==> src/rtl/logsys_btn_debounce.sv <==
// Push-button conditioner for the LOGSYS Spartan-6 simple I/O peripheral.
// Each pin is synchronised, debounced on a shared 1 kHz tick and turned into
// a clean level plus one-cycle press / release / auto-repeat event pulses.
// Everything runs in the Bus2IP_Clk domain.

// Per-button lane: synchroniser, debounce counter and auto-repeat FSM.
module logsys_btn_debounce_lane #(
  parameter int DEBOUNCE   = 10,
  parameter int DELAY      = 500,
  parameter int RATE       = 100,
  parameter bit ACTIVE_LOW = 1'b0
) (
  input  logic clk_i,
  input  logic rst_ni,
  input  logic raw_i,
  input  logic tick_i,
  input  logic repeat_en_i,
  output logic out_o,
  output logic press_o,
  output logic release_o,
  output logic repeat_o
);

  localparam int   DCW   = $clog2(DEBOUNCE + 1);
  localparam int   RMAX  = (DELAY > RATE) ? DELAY : RATE;
  localparam int   RCW   = $clog2(RMAX + 1);
  // Synchroniser resets to the electrically inactive pin level so the
  // post-polarity value starts at "not pressed".
  localparam logic INACT = ACTIVE_LOW;

  typedef enum logic [1:0] {
    ST_IDLE,
    ST_WAIT,
    ST_REPEAT
  } rpt_st_e;

  logic           s1_q, s2_q, s;
  logic           out_q, out_d;
  logic [DCW-1:0] dc_q, dc_d, dc_inc;
  logic           press_q, press_d;
  logic           release_q, release_d;
  rpt_st_e        st_q;
  logic [RCW-1:0] rc_q, rc_inc;
  logic           rep_q;

  // Two-flop synchroniser on the asynchronous pin.
  always_ff @(posedge clk_i or negedge rst_ni) begin
    if (!rst_ni) begin
      s1_q <= INACT;
      s2_q <= INACT;
    end else begin
      s1_q <= raw_i;
      s2_q <= s1_q;
    end
  end

  // Polarity fix-up after the second flop: s = 1 means pressed.
  assign s = s2_q ^ INACT;

  // Debounce next state: count consecutive ticks on which s differs from the
  // accepted level; any agreeing tick restarts the count.
  always_comb begin
    dc_inc    = dc_q + DCW'(1);
    dc_d      = dc_q;
    out_d     = out_q;
    press_d   = 1'b0;
    release_d = 1'b0;
    if (tick_i) begin
      if (s != out_q) begin
        if (dc_inc == DCW'(DEBOUNCE)) begin
          dc_d      = '0;
          out_d     = ~out_q;
          press_d   = ~out_q;
          release_d = out_q;
        end else begin
          dc_d = dc_inc;
        end
      end else begin
        dc_d = '0;
      end
    end
  end

  // Debounce state and edge pulses, updated on the same edge as the level.
  always_ff @(posedge clk_i or negedge rst_ni) begin
    if (!rst_ni) begin
      out_q     <= 1'b0;
      dc_q      <= '0;
      press_q   <= 1'b0;
      release_q <= 1'b0;
    end else begin
      out_q     <= out_d;
      dc_q      <= dc_d;
      press_q   <= press_d;
      release_q <= release_d;
    end
  end

  assign rc_inc = rc_q + RCW'(1);

  // Auto-repeat FSM. It leaves IDLE on the edge that raises the level, so the
  // press tick itself is not counted and the first repeat lands exactly
  // DELAY ticks later. A falling level wins over a repeat due on that tick.
  always_ff @(posedge clk_i or negedge rst_ni) begin
    if (!rst_ni) begin
      st_q  <= ST_IDLE;
      rc_q  <= '0;
      rep_q <= 1'b0;
    end else begin
      rep_q <= 1'b0;
      if (release_d) begin
        st_q <= ST_IDLE;
        rc_q <= '0;
      end else begin
        case (st_q)
          ST_IDLE: begin
            if (press_d) begin
              st_q <= ST_WAIT;
              rc_q <= '0;
            end
          end
          ST_WAIT: begin
            if (!repeat_en_i) begin
              rc_q <= '0;
            end else if (tick_i) begin
              if (rc_inc == RCW'(DELAY)) begin
                rep_q <= 1'b1;
                rc_q  <= '0;
                st_q  <= ST_REPEAT;
              end else begin
                rc_q <= rc_inc;
              end
            end
          end
          ST_REPEAT: begin
            if (!repeat_en_i) begin
              // Dropping the enable re-arms the full initial delay.
              st_q <= ST_WAIT;
              rc_q <= '0;
            end else if (tick_i) begin
              if (rc_inc == RCW'(RATE)) begin
                rep_q <= 1'b1;
                rc_q  <= '0;
              end else begin
                rc_q <= rc_inc;
              end
            end
          end
          default: begin
            st_q <= ST_IDLE;
            rc_q <= '0;
          end
        endcase
      end
    end
  end

  assign out_o     = out_q;
  assign press_o   = press_q;
  assign release_o = release_q;
  assign repeat_o  = rep_q;

endmodule

// Top: shared 1 kHz prescaler plus one lane per button.
module logsys_btn_debounce #(
  parameter int C_CLK_FREQ_HZ     = 50000000,
  parameter int C_NUM_BTN         = 3,
  parameter int C_BTN_ACTIVE_LOW  = 0,
  parameter int C_DEBOUNCE_MS     = 10,
  parameter int C_REPEAT_DELAY_MS = 500,
  parameter int C_REPEAT_RATE_MS  = 100
) (
  input  logic                 Bus2IP_Clk,
  input  logic                 Bus2IP_Resetn,
  input  logic [C_NUM_BTN-1:0] btn_raw,
  input  logic                 repeat_en,
  output logic [C_NUM_BTN-1:0] btn_out,
  output logic [C_NUM_BTN-1:0] btn_press,
  output logic [C_NUM_BTN-1:0] btn_release,
  output logic [C_NUM_BTN-1:0] btn_repeat,
  output logic                 tick
);

  localparam int DIV = C_CLK_FREQ_HZ / 1000;
  localparam int PW  = (DIV > 1) ? $clog2(DIV) : 1;

  logic [PW-1:0] presc_q;

  // Down-counting prescaler; tick is the cycle it sits at zero, so the
  // first tick is consumed on the DIV-th edge after reset release.
  always_ff @(posedge Bus2IP_Clk or negedge Bus2IP_Resetn) begin
    if (!Bus2IP_Resetn) begin
      presc_q <= PW'(DIV - 1);
    end else if (presc_q == '0) begin
      presc_q <= PW'(DIV - 1);
    end else begin
      presc_q <= presc_q - PW'(1);
    end
  end

  assign tick = (presc_q == '0);

  for (genvar i = 0; i < C_NUM_BTN; i++) begin : g_lane
    logsys_btn_debounce_lane #(
      .DEBOUNCE   (C_DEBOUNCE_MS),
      .DELAY      (C_REPEAT_DELAY_MS),
      .RATE       (C_REPEAT_RATE_MS),
      .ACTIVE_LOW (C_BTN_ACTIVE_LOW != 0)
    ) u_lane (
      .clk_i       (Bus2IP_Clk),
      .rst_ni      (Bus2IP_Resetn),
      .raw_i       (btn_raw[i]),
      .tick_i      (tick),
      .repeat_en_i (repeat_en),
      .out_o       (btn_out[i]),
      .press_o     (btn_press[i]),
      .release_o   (btn_release[i]),
      .repeat_o    (btn_repeat[i])
    );
  end

endmodule
==> config.mk <==
export PLATFORM = sky130hd
export DESIGN_NAME = logsys_btn_debounce
export DESIGN_NICKNAME = d
export VERILOG_FILES = /design/src/rtl/logsys_btn_debounce.sv
export SDC_FILE = /design/constraint.sdc
export NUM_CORES = 1
export LEC_CHECK = 0
export CORE_UTILIZATION = 40
export CTS_BUF_LIST = sky130_fd_sc_hd__clkbuf_4
export DETAILED_ROUTE_END_ITERATION = 12
export HOLD_SLACK_MARGIN = 0.02
export MAX_ROUTING_LAYER = met4
export SLEW_MARGIN = 20
export SYNTH_ARGS = -nofsm -noshare
export SYNTH_HDL_FRONTEND = slang
export SYNTH_SLANG_ARGS = --single-unit
==> constraint.sdc <==
create_clock -name Bus2IP_Clk -period 3.1 [get_ports Bus2IP_Clk]
set_input_delay 0.62 -clock Bus2IP_Clk [delete_from_list [all_inputs] [get_ports Bus2IP_Clk]]
set_output_delay 0.62 -clock Bus2IP_Clk [all_outputs]
set_load 0.01 [all_outputs]
==> metrics.json <==
{
  "synth.yosys.seq_area_share": {"value": 39.59, "unit": "%"},
  "critical_path.top_delay_family": {"value": "simple AND/OR/NAND/NOR gates"},
  "numCtsBuffers": {"value": 9},
  "power_per_standard_cell_area": {"value": 307.6, "unit": "mW/mm²"},
  "buffer_ports.inserted": {"value": 18},
  "largest_net_degree_at_the_start_of_global_routing": {"value": 78},
  "hpwl_dp": {"value": 7403, "unit": "µm"},
  "cp-start-kind": {"value": "flop"},
  "cp_cell_sequence": {"value": "or3_1, nor2_4, nand2_1, inv_1, clkdlybuf4s50_1"},
  "finalClockSkew": {"value": 0.01197, "unit": "ns"},
  "netlist.area_leader.share": {"value": 34.88, "unit": "%"},
  "dr.max_layer_used": {"value": "met4"},
  "routed_wire_length_per_instance": {"value": 14.72, "unit": "µm"},
  "critical-path-slowest-cell": {"value": "sky130_fd_sc_hd__or3_1"},
  "wl_met1": {"value": 5363, "unit": "µm"},
  "clk-insertion-delay-late": {"value": 0.45, "unit": "ns"},
  "synth_enable_flop_cells": {"value": 0},
  "finalMaxSlewViolations": {"value": 0},
  "synth_largest_area_cell": {"value": "sky130_fd_sc_hd__dfrtp_1"},
  "drt-total-wl": {"value": 10700, "unit": "µm"},
  "post_layout_net_count": {"value": 583},
  "grt-ovfl-total": {"value": 0},
  "regToRegSetupSlack": {"value": 0.40, "unit": "ns"},
  "crit_path_end_kind": {"value": "output port"},
  "layout.cell_area.non_filler": {"value": 0.005465, "unit": "mm²"},
  "num_rows": {"value": 40},
  "number_of_inserted_filler_cells_in_the_final_layout": {"value": 1171},
  "post_drt_via_cell_ratio": {"value": 5.561},
  "cp_slowest_stage_delay": {"value": 0.53, "unit": "ns"},
  "post_synth.cell_area_avg": {"value": 9.266, "unit": "µm²"},
  "type_of_the_tightest_min_delay_check": {"value": "input port to async pin"},
  "synth_seq_cells": {"value": 79},
  "critical_path_buf_inv_count": {"value": 2},
  "critical_path_required": {"value": 2.48, "unit": "ns"},
  "synth.top_cells.by_area": {"value": "sky130_fd_sc_hd__dfrtp_1 35%, sky130_fd_sc_hd__ha_1 5.7%, sky130_fd_sc_hd__nand2_1 5.2%"},
  "finalCritPeriodShare": {"value": 95.10, "unit": "%"},
  "clock_path_buffers": {"value": 2},
  "setup-tns-final": {"value": 0, "unit": "ns"},
  "syn-cell-area": {"value": 0.005022, "unit": "mm²"},
  "clock_sinks": {"value": 79},
  "synth-async-reset-ratio": {"value": 100.0, "unit": "%"},
  "synth-warning-count": {"value": 0},
  "drive_gt1_share": {"value": 9.839, "unit": "%"},
  "die_area": {"value": 0.01301, "unit": "mm²"},
  "synthesized_nets": {"value": 571},
  "synthFlopType": {"value": "sky130_fd_sc_hd__dfrtp_1"},
  "dr_wl_met3": {"value": 414, "unit": "µm"},
  "cell_types_with_the_highest_counts_after_synthesis": {"value": "70 x sky130_fd_sc_hd__dfrtp_1, 70 x sky130_fd_sc_hd__nand2_1, 33 x sky130_fd_sc_hd__o21ai_0"},
  "final-hold-violation-count": {"value": 0},
  "cp.arrival": {"value": 2.33, "unit": "ns"},
  "antenna_violating_nets_post_route": {"value": 0},
  "synth_cells": {"value": 542},
  "core_area": {"value": 0.01211, "unit": "mm²"},
  "fin_cells": {"value": 727},
  "first_pass_grt_wire_length": {"value": 18420, "unit": "µm"},
  "relSlewSlack": {"value": 35.68, "unit": "%"},
  "floorplan.initialDensity": {"value": 41.47, "unit": "%"},
  "setup_viol": {"value": 0},
  "vdd_ir_max": {"value": 0.1711, "unit": "mV"},
  "floorplan.io_pins": {"value": 19},
  "instance_count_after_placement_with_tap_cells_included": {"value": 710},
  "outcome": {"value": "complete, no violations"},
  "detailroute.wirelength.met2": {"value": 4744, "unit": "µm"},
  "grt_usage": {"value": 18.30, "unit": "%"},
  "placed_area": {"value": 0.005321, "unit": "mm²"},
  "path_clk_slew": {"value": 0.13, "unit": "ns"},
  "antenna-diode-count": {"value": 0},
  "fmax": {"value": 339.2, "unit": "MHz"},
  "gp_congestion": {"value": 0.8463},
  "post_placement_setup_slack": {"value": 0.4054, "unit": "ns"},
  "firstDrtPassIters": {"value": 4},
  "worstSetupPathType": {"value": "flop to output port"},
  "synthToLayoutAreaGrowth": {"value": 8.819, "unit": "%"},
  "drt_first_iter_violations": {"value": 247},
  "yosys.cell_types.count": {"value": 74},
  "leakage": {"value": 2.174, "unit": "nW"},
  "cp_max_fo": {"value": 5},
  "drcViolationCount": {"value": 0},
  "num_vias": {"value": 4043},
  "worst_slew_pin_slew": {"value": 0.9648, "unit": "ns"},
  "clock_period_minus_worst_slack": {"value": 2.948, "unit": "ns"},
  "grt_setup_unrepaired": {"value": "false"},
  "worstReg2RegEnd": {"value": "g_lane[2].u_lane.rc_q[1]"},
  "crit-reg2reg-launch": {"value": "g_lane[2].u_lane.rc_q[0]"},
  "chipHeight": {"value": 114.1, "unit": "µm"},
  "die_x": {"value": 114.1, "unit": "µm"},
  "cap_violations": {"value": 0},
  "vias_in_the_first_global_route": {"value": 3783},
  "layout_setup_ws": {"value": 0.1519, "unit": "ns"},
  "worst_r2r_path_depth": {"value": 7},
  "htree_levels": {"value": 3},
  "clockRootBuffer": {"value": "sky130_fd_sc_hd__clkbuf_4"},
  "number_of_antenna_violations_at_the_first_check_in_global_routing": {"value": 0},
  "tritoncts": {"value": "yes"}
}
==> layout by cell type, fill, tap and decap left out, drive strengths merged, types with 5 or more instances in the layout <==
cell type	instances
a211oi	5
a21o	8
a21oi	17
buf	13
clkbuf	9
clkdlybuf4s50	17
dfrtp	70
dfstp	9
ha	23
inv	21
nand2	70
nand2b	11
nand3	20
nand4	6
nor2	27
nor2b	5
nor3	24
nor4	5
o2111ai	13
o211ai	19
o21a	5
o21ai	35
or3	12
xnor2	14
xor2	11
==> worst max path at each step <==
stage                                   startpoint                  endpoint  depth (start not counted)
after floorplan           g_lane[1].u_lane.rc_q[0]  g_lane[1].u_lane.st_q[0]                          7
after global placement                   repeat_en  g_lane[1].u_lane.st_q[0]                          5
after detailed placement                 repeat_en  g_lane[1].u_lane.st_q[0]                          5
after CTS                              presc_q[13]                      tick                          5
after global routing                   presc_q[12]                      tick                          5
final                                  presc_q[12]                      tick                          5
==> cell families (layout without fill, tap and decap cells) <==
group,count (synthesis),in the layout,share of synthesized area (%)
AO/OA/AOI/OAI,151,151,22.02
XOR/XNOR,25,25,4.360
adder cells (fa/ha/maj),23,23,5.730
buffers and inverters,50,67,4.982
flip-flops,79,79,39.59
multiplexers,5,5,1.021
AND/OR/NAND/NOR,209,209,22.30
==> flip-flops by register name, indices dropped and copies added (netlist names) <==
signal	count
g_lane.u_lane.rc_q	27
presc_q	16
g_lane.u_lane.dc_q	12
g_lane.u_lane.st_q	6
g_lane.u_lane.out_o	3
g_lane.u_lane.press_o	3
g_lane.u_lane.release_o	3
g_lane.u_lane.repeat_o	3
g_lane.u_lane.s	3
g_lane.u_lane.s1_q	3
==> where the power goes <==
group | total [mW] | internal, mW | switching [mW]
Sequential | 1.04 | 1.03 | 0.00275
Clock | 0.607 | 0.238 | 0.369
Combinational | 0.0362 | 0.00858 | 0.0276
Total | 1.68 | 1.28 | 0.399
==> metal layers <==
| metal | vias up | GRT usage (%) |
|---|---|---|
| met5 | - | - |
| met2 | 70 | 27.19 |
| met3 | 13 | 4.659 |
| met1 | 1921 | 24.54 |
| li1 | 2039 | - |
| met4 | 0 | 5.541 |
==> final cells by class <==
cell class / instances / area (µm²) / area share (%)
tap: 168 / 210.2 / 3.846
clock buffer: 9 / 67.56 / 1.236
clock inverter: 7 / 63.81 / 1.168
timing repair buffer: 30 / 267.8 / 4.899
inverter: 21 / 78.83 / 1.442
sequential: 79 / 1988 / 36.38
multi-input combinational: 413 / 2789 / 51.03
==> timing repair <==
action,4_1_cts,5_1_grt
hold buffers,0,0
buffers inserted,1,0
pin swaps,1,0
setup endpoints to repair,1,1
gates resized for setup,0,1
==> stage by stage <==
stage	hold WS, ns	total power, mW	util (%)
after CTS	0.3426	1.711	45.08
after global routing	0.3724	1.758	45.12
after global placement	0.3355	1.095	43.94
after detailed placement	0.3370	1.095	43.94
final	0.3196	1.681	45.12
after floorplan	0.3244	1.064	-
Power figures use the tool's default switching activity.
==> RTL change 1 (config.mk and constraints unchanged) <==
Change the parameter `C_NUM_BTN` from 3 to 2.
--- a/src/rtl/logsys_btn_debounce.sv
+++ b/src/rtl/logsys_btn_debounce.sv
@@ -165,7 +165,7 @@
 // Top: shared 1 kHz prescaler plus one lane per button.
 module logsys_btn_debounce #(
   parameter int C_CLK_FREQ_HZ     = 50000000,
-  parameter int C_NUM_BTN         = 3,
+  parameter int C_NUM_BTN         = 2,
   parameter int C_BTN_ACTIVE_LOW  = 0,
   parameter int C_DEBOUNCE_MS     = 10,
   parameter int C_REPEAT_DELAY_MS = 500,
Ports: changed (5 resized); port bits go from 19 to 14. The function was not compared with the original's and may differ.
==> RTL change 1 against the original RTL <==
Power increased by 2.0%; count of clock-buffer cells in the layout unchanged; highest routed layer unchanged; design area decreased by 30%; worst hold slack got worse by 0.13 ns; synthesized area decreased by 30%; sequential share of layout area increased by 1.7 points; wire length decreased by 35%; via count decreased by 33%; sequential cell count decreased by 21; setup slack got worse by 0.028 ns; sequential power decreased by 24%; largest cell class unchanged.
==> RTL change 1: results (changes against the original RTL) <==
[status]
status = completed  ; unchanged

[sta]
whs_ns = 0.1934  ; was 0.3196 ns
maxSlewHeadroom_pct = 60.77  ; was 35.68%
period_minus_slack_ns = 2.976  ; was 2.948 ns

[logic_synthesis]
synthCells = 371  ; was 542
netlist_top_cells_area = dfrtp_1 35%, dfstp_2 6.8%, ha_1 5.7%  ; was dfrtp_1 35%, ha_1 5.7%, nand2_1 5.2%
synth_nets = 392  ; was 571
synth_top_area_share_pct = 35.01  ; was 34.88%
synth_compound_area_share_pct = 18.22  ; was 22.02%

[worst_setup_path]
worstPathArrival_ns = 2.36  ; was 2.33 ns
r2r_end = g_lane[1].u_lane.rc_q[5]$_DFFE_PN0P_  ; was g_lane[2].u_lane.rc_q[1]$_DFFE_PN0P_
ff2ff_path_depth = 10  ; was 7

[grt]
met3_usage_pct = 3.190  ; was 4.659%
grt_pass1_wl_um = 12030  ; was 18420 µm
met1_usage_pct = 24.62  ; was 24.54%

[finish]
layout.cells.non_filler = 491  ; was 727
reg_top3 = g_lane.u_lane.rc_q: 18 flops, presc_q: 16 flops, g_lane.u_lane.dc_q: 8 flops  ; was g_lane.u_lane.rc_q: 27 flops, presc_q: 16 flops, g_lane.u_lane.dc_q: 12 flops
final_nets = 402  ; was 583

[drt]
wire_per_inst_um = 14.21  ; was 14.72 µm
drt_first_iter_violations = 111  ; was 247
avgViaCountPerCell = 5.507  ; was 5.561
first_pass_iters = 5  ; was 4

[place]
gp_congestion = 0.8430  ; was 0.8463
placed_area_um2 = 3669  ; was 5321 µm²

[clock_tree]
clk_pin_slew_ns = 0.11  ; was 0.13 ns

[RTL change 1: cell count changes in the layout (fill, tap and decap cells not counted), sizes merged, moves of 11 or more]
cell / change
o211ai: -13
nand2: -23
o21ai: -13
nor3: -11
dfrtp: -21
[RTL change 1: kinds of logic after synthesis]
kind of cell,count (synthesis)
XOR/XNOR,17
adder cells (fa/ha/maj),16
flip-flops,58
buffers and inverters,34
multiplexers,4
AO/OA/AOI/OAI,87
AND/OR/NAND/NOR,155
[RTL change 1: final cells by class]
cell class              count  share of cell area (%)
clock buffers               9                   1.760
inverters                  14                   1.695
flip-flops and latches     58                   38.10
clock inverters             7                   2.184
well taps                 105                   3.422
multi-input cells         279                   48.40
repair buffers             19                   4.433
[RTL change 1: worst max-delay path, stage by stage (launching register included)]
cell             delay, ns
dfstp_2               0.38
inv_1                 0.05
ha_1                  0.19
or4b_4                0.51
nand4b_4              0.24
clkinv_8              0.08
clkdlybuf4s50_1       0.52
==> RTL change 2 (same settings) <==
Without the edit above. `dc_q` no longer has a reset.
--- a/src/rtl/logsys_btn_debounce.sv
+++ b/src/rtl/logsys_btn_debounce.sv
@@ -85,15 +85,17 @@
   always_ff @(posedge clk_i or negedge rst_ni) begin
     if (!rst_ni) begin
       out_q     <= 1'b0;
-      dc_q      <= '0;
       press_q   <= 1'b0;
       release_q <= 1'b0;
     end else begin
       out_q     <= out_d;
-      dc_q      <= dc_d;
       press_q   <= press_d;
       release_q <= release_d;
     end
+  end
+
+  always_ff @(posedge clk_i) begin
+    dc_q <= dc_d;
   end
 
   assign rc_inc = rc_q + RCW'(1);
Formal check against the unedited RTL: no difference found for any inputs over 10 cycles, from zero or initial values and one cycle with Bus2IP_Resetn low; that may be too few to reach the edited logic, so the function may still have changed.
==> RTL change 2 against the original RTL <==
The flow now finishes with violations (DRC); sequential cell count unchanged; wire length fell by 6.7%; design area shrank 2.7%; count of clock-buffer cells in the layout up 1; setup slack better by 0.0078 ns; synthesized area down 3.6%; largest cell class unchanged; highest routed layer unchanged.
Power is not compared: it rests on default switching activity, and its combinational part moved more than twofold at a synthesized area within 25%.
==> RTL change 2: results (changes against the original RTL) <==
[drt]
drc = 2  ; was 0
drt_wl_total_um = 9988  ; was 10700 µm
drt_first_iter_violations = 214  ; was 247

[logic_synthesis]
synth_adder_area_share_pct = 5.942  ; was 5.730%
synthXorXnorAreaFrac_pct = 4.340  ; was 4.360%
netlist_top_cells_area = dfrtp_1 30%, edfxtp_1 7.4%, ha_1 5.9%  ; was dfrtp_1 35%, ha_1 5.7%, nand2_1 5.2%
async_reset_ff_share_pct = 84.81  ; was 100.0%
synth.distinct_cells = 76  ; was 74
ys_top_cells_by_count = 58 x dfrtp_1, 56 x nand2_1, 45 x nor2_1  ; was 70 x dfrtp_1, 70 x nand2_1, 33 x o21ai_0
synth_edf_count = 12  ; was 0

[grt]
met1_usage_pct = 22.03  ; was 24.54%
grt_pass1_wl_um = 17260  ; was 18420 µm
grt_max_degree = 39  ; was 78
met3_usage_pct = 5.670  ; was 4.659%

[worst_setup_path]
cpLargestDelayFamily = buffers and inverters  ; was simple AND/OR/NAND/NOR gates
max_stage_delay_ns = 0.58  ; was 0.53 ns

[finish]
final_nets = 566  ; was 583
fillers = 1108  ; was 1171
buffers = 29  ; was 30
regArea_um2 = 2048  ; was 1988 µm²
multi_input_area_share_pct = 47.84  ; was 51.03%
layout.cells.non_filler = 685  ; was 727
final-clk-cell-share_pct = 3.012  ; was 2.404%
layout-drive-gt1-share_pct = 10.70  ; was 9.839%

[status]
status = finished with violations  ; was completed
violations = DRC

[place]
gp_congestion = 0.8312  ; was 0.8463
hpwl_um = 7115  ; was 7403 µm

RTL change 2: changes by cell type after synthesis, moves of 6 or more:
| cell | unedited run | this run |
|---|---|---|
| nor2_1 | 26 | 45 |
| o2111ai_1 | 13 | 0 |
| o211ai_1 | 19 | 1 |
| inv_1 | 21 | 30 |
| nor4_1 | 4 | 12 |
| edfxtp_1 | 0 | 12 |
| dfrtp_1 | 70 | 58 |
| nand2_1 | 70 | 56 |
| o22ai_1 | 2 | 8 |
RTL change 2: worst max path at each step:
stage / from / to / slack [ns]
5_1_grt: presc_q[0]$_DFF_PN1_ / tick / -0.01
3_5_place_dp: presc_q[0]$_DFF_PN1_ / tick / 0.17
3_3_place_gp: presc_q[0]$_DFF_PN1_ / tick / 0.26
4_1_cts: presc_q[0]$_DFF_PN1_ / tick / 0.07
6_report: presc_q[0]$_DFF_PN1_ / tick / 0.16
2_1_floorplan: presc_q[0]$_DFF_PN1_ / g_lane[2].u_lane.rc_q[7]$_DFFE_PN0P_ / 0.51
